==> src/rtl/pipe_pkg.sv <==
// rtl/pipe_pkg.sv - stage payload types and depth legality helper shared by the pipeline buffers
package pipe_pkg;

   typedef struct packed {
      logic [31:0] pc;
      logic [31:0] inst;
   } if_id_t;

   localparam int IF_ID_W = $bits(if_id_t);

   // Used by every buffer instance to reject a non power-of-two DEPTH at elaboration.
   function automatic bit is_pow2(input int n);
      return (n > 0) && ((n & (n - 1)) == 0);
   endfunction

endpackage

==> src/rtl/pipe_buffer_ram.sv <==
// rtl/pipe_buffer_ram.sv - DEPTH x DATA_W register array, one write port, asynchronous read
module pipe_buffer_ram #(
   parameter int DATA_W = 64,
   parameter int DEPTH  = 2,
   parameter int AW     = 1
) (
   input  logic              clk,
   input  logic              rst_n,
   input  logic              we,
   input  logic [AW-1:0]     waddr,
   input  logic [DATA_W-1:0] wdata,
   input  logic [AW-1:0]     raddr,
   output logic [DATA_W-1:0] rdata
);

   logic [DATA_W-1:0] mem [DEPTH];

   generate
      if (DEPTH == 1) begin : g_single
         logic unused_addr;
         assign unused_addr = ^{waddr, raddr};

         always_ff @(posedge clk or negedge rst_n) begin
            if (!rst_n)  mem[0] <= '0;
            else if (we) mem[0] <= wdata;
         end

         assign rdata = mem[0];
      end else begin : g_multi
         always_ff @(posedge clk or negedge rst_n) begin
            if (!rst_n) begin
               for (int i = 0; i < DEPTH; i++) mem[i] <= '0;
            end else if (we) begin
               mem[waddr] <= wdata;
            end
         end

         assign rdata = mem[raddr];
      end
   endgenerate

endmodule

==> src/rtl/pipe_buffer.sv <==
// rtl/pipe_buffer.sv - elastic valid/ready stage buffer with synchronous flush and occupancy count
module pipe_buffer
   import pipe_pkg::*;
#(
   parameter int DATA_W     = $bits(if_id_t),
   parameter int DEPTH      = 2,
   parameter bit READY_PASS = 1'b1
) (
   input  logic                       clk,
   input  logic                       rst_n,
   input  logic                       in_valid,
   input  logic [DATA_W-1:0]          in_data,
   output logic                       in_ready,
   output logic                       out_valid,
   output logic [DATA_W-1:0]          out_data,
   input  logic                       out_ready,
   input  logic                       flush,
   output logic [$clog2(DEPTH+1)-1:0] count
);

   localparam int AW = (DEPTH > 1) ? $clog2(DEPTH) : 1;
   localparam int CW = $clog2(DEPTH + 1);

   generate
      if (!is_pow2(DEPTH)) begin : g_bad_depth
         $error("pipe_buffer: DEPTH must be a power of two and at least 1");
      end
   endgenerate

   logic          full;
   logic          push;
   logic          pop;
   logic [AW-1:0] wr_addr;
   logic [AW-1:0] rd_addr;

   assign full      = (count == CW'(DEPTH));
   assign out_valid = (count != '0) && !flush;

   // Only the pass-through variant lets a draining head make room in the same cycle.
   generate
      if (READY_PASS) begin : g_ready_pass
         assign in_ready = (!full || out_ready) && !flush;
      end else begin : g_ready_reg
         assign in_ready = !full && !flush;
      end
   endgenerate

   assign push = in_valid && in_ready;
   assign pop  = out_valid && out_ready;

   always_ff @(posedge clk or negedge rst_n) begin
      if (!rst_n)            count <= '0;
      else if (flush)        count <= '0;
      else if (push && !pop) count <= count + CW'(1);
      else if (pop && !push) count <= count - CW'(1);
   end

   // With a single entry the count doubles as the full flag, so no pointers are kept.
   generate
      if (DEPTH > 1) begin : g_ptrs
         logic [AW-1:0] wr_ptr;
         logic [AW-1:0] rd_ptr;

         always_ff @(posedge clk or negedge rst_n) begin
            if (!rst_n) begin
               wr_ptr <= '0;
               rd_ptr <= '0;
            end else if (flush) begin
               wr_ptr <= '0;
               rd_ptr <= '0;
            end else begin
               if (push) wr_ptr <= wr_ptr + AW'(1);
               if (pop)  rd_ptr <= rd_ptr + AW'(1);
            end
         end

         assign wr_addr = wr_ptr;
         assign rd_addr = rd_ptr;
      end else begin : g_no_ptrs
         assign wr_addr = '0;
         assign rd_addr = '0;
      end
   endgenerate

   pipe_buffer_ram #(
      .DATA_W (DATA_W),
      .DEPTH  (DEPTH),
      .AW     (AW)
   ) u_ram (
      .clk   (clk),
      .rst_n (rst_n),
      .we    (push),
      .waddr (wr_addr),
      .wdata (in_data),
      .raddr (rd_addr),
      .rdata (out_data)
   );

   a_in_hold: assert property (@(posedge clk) disable iff (!rst_n)
      (in_valid && !in_ready && !flush) |=> (flush || (in_valid && $stable(in_data))));

endmodule
==> config.mk <==
export PLATFORM = sky130hd
export DESIGN_NAME = pipe_buffer
export DESIGN_NICKNAME = d
export VERILOG_FILES = /design/src/rtl/pipe_pkg.sv /design/src/rtl/pipe_buffer_ram.sv /design/src/rtl/pipe_buffer.sv
export SDC_FILE = /design/constraint.sdc
export NUM_CORES = 1
export LEC_CHECK = 0
export ABC_CLOCK_PERIOD_IN_PS = 2500
export CORE_UTILIZATION = 50
export CTS_CLUSTER_DIAMETER = 150
export DETAILED_ROUTE_END_ITERATION = 10
export PLACE_DENSITY = 0.8
export SLEW_MARGIN = 10
export SYNTH_ARGS = -nofsm -noshare
export SYNTH_HDL_FRONTEND = slang
export SYNTH_SLANG_ARGS = --single-unit
==> constraint.sdc <==
create_clock -name clk -period 2.5 [get_ports clk]
set_input_delay 0.5 -clock clk [delete_from_list [all_inputs] [get_ports clk]]
set_output_delay 0.5 -clock clk [all_outputs]
set_load 0.05 [all_outputs]
# Yosys cells after proc, flatten, opt, wreduce, memory -nomap -nowiden
# Index checks and enable logic that the tools add are counted.
# op_classes
add_sub_neg	4
n_mul	0
n_div	0
n_lt_le_gt_ge	3
eq_ne	1
shift	0
n_mux	13
bitwise_logic	2
reduce_logical	16
# ops
operator	count
$mux 64	4
$bwmux 128	1
$demux 64 s1	1
$logic_and 1x1->1	7
$mux 2	3
$reduce_bool 2->1	3
$ge 2x2->1 const B	2
$logic_not 1->1	4
$mux 1	4
$not 1->2	2
$reduce_bool 3->1	1
$add 1x1->1 const B	2
$add 2x1->2 const B	1
$eq 2x2->1 const B	1
$lt 2x1->1 const B	1
$sub 2x1->2 const B	1
$logic_or 1x1->1	1
# word_totals
reg_bits	132
latchBits	0
mem_bits_rw	0
mem_bits_ro	0
inputBits	69
output_inout_bits	68
wordCells	44
mem_count	0

# Logic depth before layout (Yosys ltp)
# logic_depth
word_depth	10
depth_mapped	5
mapped_depth_nobuf	3

# Modules after synthesis
# From an unflattened synthesis, not the netlist that was laid out.
# hier_totals
cells_unflattened	369
area_unflattened_um2	6128.4
# modules_own_cells
mod	instances	cells_per_inst	area_per_inst_um2	seq_area_each_um2
pipe_buffer_ram	1	342	5895.7	3203.1
pipe_buffer	1	27	232.7	100.1

# Worst setup path after synthesis
# No wires, ideal clock.
# synth_path
kind	flip-flop to flip-flop
from	register count[1]
to	register u_ram.mem[100] (netlist name)
setup_ps	125
arrival_ps	1977
required_ps	2375
path_slack_ps	398
stages_incl_launch_ff	6
path_buffers	2
period_less_slack_ps	2102
path_cell_list	dfrtp_1 nor3b_2 or4b_1 buf_6 buf_6 mux2_4
# synth_via
elab_chain_len	5
# synth_lines
item	line_no	text
from (decl)	pipe_buffer.sv:18	output logic [$clog2(DEPTH+1)-1:0] count
from (signal assigned)	pipe_buffer.sv:54	else if (push && !pop) count <= count + CW'(1);
from (signal assigned)	pipe_buffer.sv:55	else if (pop && !push) count <= count - CW'(1);
$eq 2x2->1	pipe_buffer.sv:36	assign full = (count == CW'(DEPTH));
$logic_not 1->1	pipe_buffer.sv:42	assign in_ready = (!full || out_ready) && !flush;
$logic_or 1x1->1	pipe_buffer.sv:42	
$logic_and 1x1->1	pipe_buffer.sv:42	
$logic_and 1x1->1	pipe_buffer.sv:48	assign push = in_valid && in_ready;
to (signal, indexed assignment)	pipe_buffer_ram.sv:34	mem[waddr] <= wdata;
to (decl)	pipe_buffer_ram.sv:16	logic [DATA_W-1:0] mem [DEPTH];
# No other way between the ends.
# A chain may end at the register's enable or synchronous reset.

# Worst setup path in the final report
# layout_path
from	register count[0]
to	output port count[0]
# No word-level cell between the ends.

==> metrics.yaml <==
synth.top_cells.by_count: "mux2_2 (143), dfrtp_1 (132), mux2_4 (49)"
p_leak_uw: 0.003584
rsz0062_at_grt: "no"
synth.largest_area_cell: "dfrtp_1"
path_clk_slew_ns: 0.06
min_path_type: "input pin to asynchronous set/reset pin"
crit_start: "count[0]"
ys_types: 21
grt_max_degree: 47
io_pins: 137
drv_cap: 0
port-buffer-count: 136
syn_nets: 439
cts_root_buffer: "clkbuf_16"
num_rows: 39
overflow: 0
rr_startpoint: "count[1]"
worstPathArrival_ns: 1.79
cts.sinks: 132
final_layout_size_suffix_gt1_frac: 0.5698
cp_max_fo: 8
crit_path_end_kind: "primary output"
start_util: 0.5154
path_class: "flop to primary output"
clockBufferDepth: 2
violations: "DRC"
gp_congestion: 0.7255
yosysSeqAreaShare: 0.5565
routed_via_density: 5.290
dr.pass1.iters: 7
post-dp-hpwl_microns: 8140
synth_seq_cells: 132
synth_cells: 370
drt_wl_total_microns: 12430
power_density_nw_per_um2: 995.8
synth_most_common_cell: "mux2_2"
cts_buffers: 17
place_area_sq_um: 7376
fin_util: 0.6884
status: "finished with violations"
synthTopCellsByArea: "dfrtp_1 (56%), mux2_2 (27%), mux2_4 (12%)"
post_cts_buffers: 0
crit_family: "buffers and inverters"
async_flop_share: 1.000
die_y_microns: 111.0
syn2layout_area_growth_pct: 33.56
required_ns: 2.00
antenna_found_initial: 0
core_region_area_sq_um: 11520
post-place-ws_ns: 0.2049
cts_hold_buf: 0
crit_buf_inv: 1
holdWs_ns: 0.06475
setup_viol: 0
initialDrtViolationCount: 122
cts_resized: 0
ant_nets: 0
slowest_stage: "clkdlybuf4s50_1"
worst_pin_slew_ns: 0.5661
drc: 14
htreeDepth: 4
yosys_warnings: 0
cp.depth: 1
yosysTopAreaCellShare: 0.5565
ys.flop_type: "dfrtp_1"
setup_tns_ns: 0
cts_tree: "built"
synthesis.area_sq_um: 5936
grt_use_total: 0.2218
grt_pass1_vias: 4075
cp_slowest_stage_delay_ns: 0.87
grt_pass1_wl_microns: 20920
ir_drop_uv: 659.1
startpoint_type: "flop"
clock.fmax_ghz: 0.4369
insertion_delay_ns: 0.42
path_cells: "clkdlybuf4s50_1"
wl_per_cell_microns: 18.47
fin_crit_ns: 2.289
hold_viol_final: 0
via_count: 3560
maxSlewHeadroom: 0.6226
r2r_cells: 4
fill_cells: 813
dieArea_sq_um: 12310
fin_crit_sh: 0.9155
antenna_cells: 0
clock-skew-final_ns: 0.007422
final_cell_area_sq_um: 7928
die_w_microns: 111.0
setup_slack_ns: 0.2113
finalNetCount: 586
drv_slew: 0
syn_area_per_cell_sq_um: 16.04
synth_edf_count: 0
through the flow:
stage | power (uW) | std cells
final | 7894 | 673
after global routing | 8228 | 673
after CTS | 7974 | 673
after detailed placement | 5610 | 641
after global placement | 5516 | 641
after floorplan | 4854 | 370
per-layer routing:
metal / global-route usage / wire length (microns)
met1: 0.2592 / 5240
met2: 0.3820 / 6469
met3: 0.05960 / 563
met4: 0.09954 / 156
met5: 0 / 0
cell usage in the layout, fill, tap and decap left out, types with 2 or more instances in the layout:
cell type and count:
a21oi_1 3, buf_12 7, buf_4 74, clkbuf_1 7, clkbuf_16 17, clkbuf_8 4
clkdlybuf4s50_1 69, clkinv_2 3, dfrtp_1 131, inv_1 2, mux2_2 143, mux2_4 49
nand2b_1 2, nor2_1 4, o21ai_0 2, xor2_1 2
final cells by class:
| cell class | count | area, sq um | area share |
|---|---|---|---|
| Sequential cell | 132 | 3304 | 0.4168 |
| Clock buffer | 28 | 506.7 | 0.06392 |
| Multi-Input combinational cell | 214 | 2499 | 0.3152 |
| Timing Repair Buffer | 150 | 1386 | 0.1749 |
| Clock inverter | 4 | 45.04 | 0.005682 |
| Inverter | 2 | 7.507 | 0.0009470 |
| Tap cell | 143 | 178.9 | 0.02257 |
flip-flops by register name (all words and copies together) (netlist names):
signal and cells:
u_ram.mem 128, count 2, g_ptrs.rd_ptr 1, g_ptrs.wr_ptr 1
final timing paths:
path                       slack (ns)             end
max                              0.21        count[0]
min                              0.06  u_ram.mem[106]
max reg2reg                      0.61   u_ram.mem[80]
min reg2reg                      0.50   u_ram.mem[76]
max in group asynchronous        1.72   u_ram.mem[58]
min in group clk                 0.50   u_ram.mem[76]
power breakdown:
part | internal, uW | switching, uW | leakage, uW
sequential | 2660 | 271 | 0.00157
combinational | 1180 | 1460 | 0.00174
clock | 1470 | 849 | 0.000272
cells by family (layout without fill, tap and decap cells):
kind of cell,count (synthesis),count (layout),synth area share
mux,192,192,0.3952
flops,132,132,0.5565
buf+inv,24,184,0.02424
simple gates,13,13,0.01370
compound gates,7,7,0.007377
xor+xnor,2,2,0.002952
Note: power is estimated with default switching activity, not from simulation.
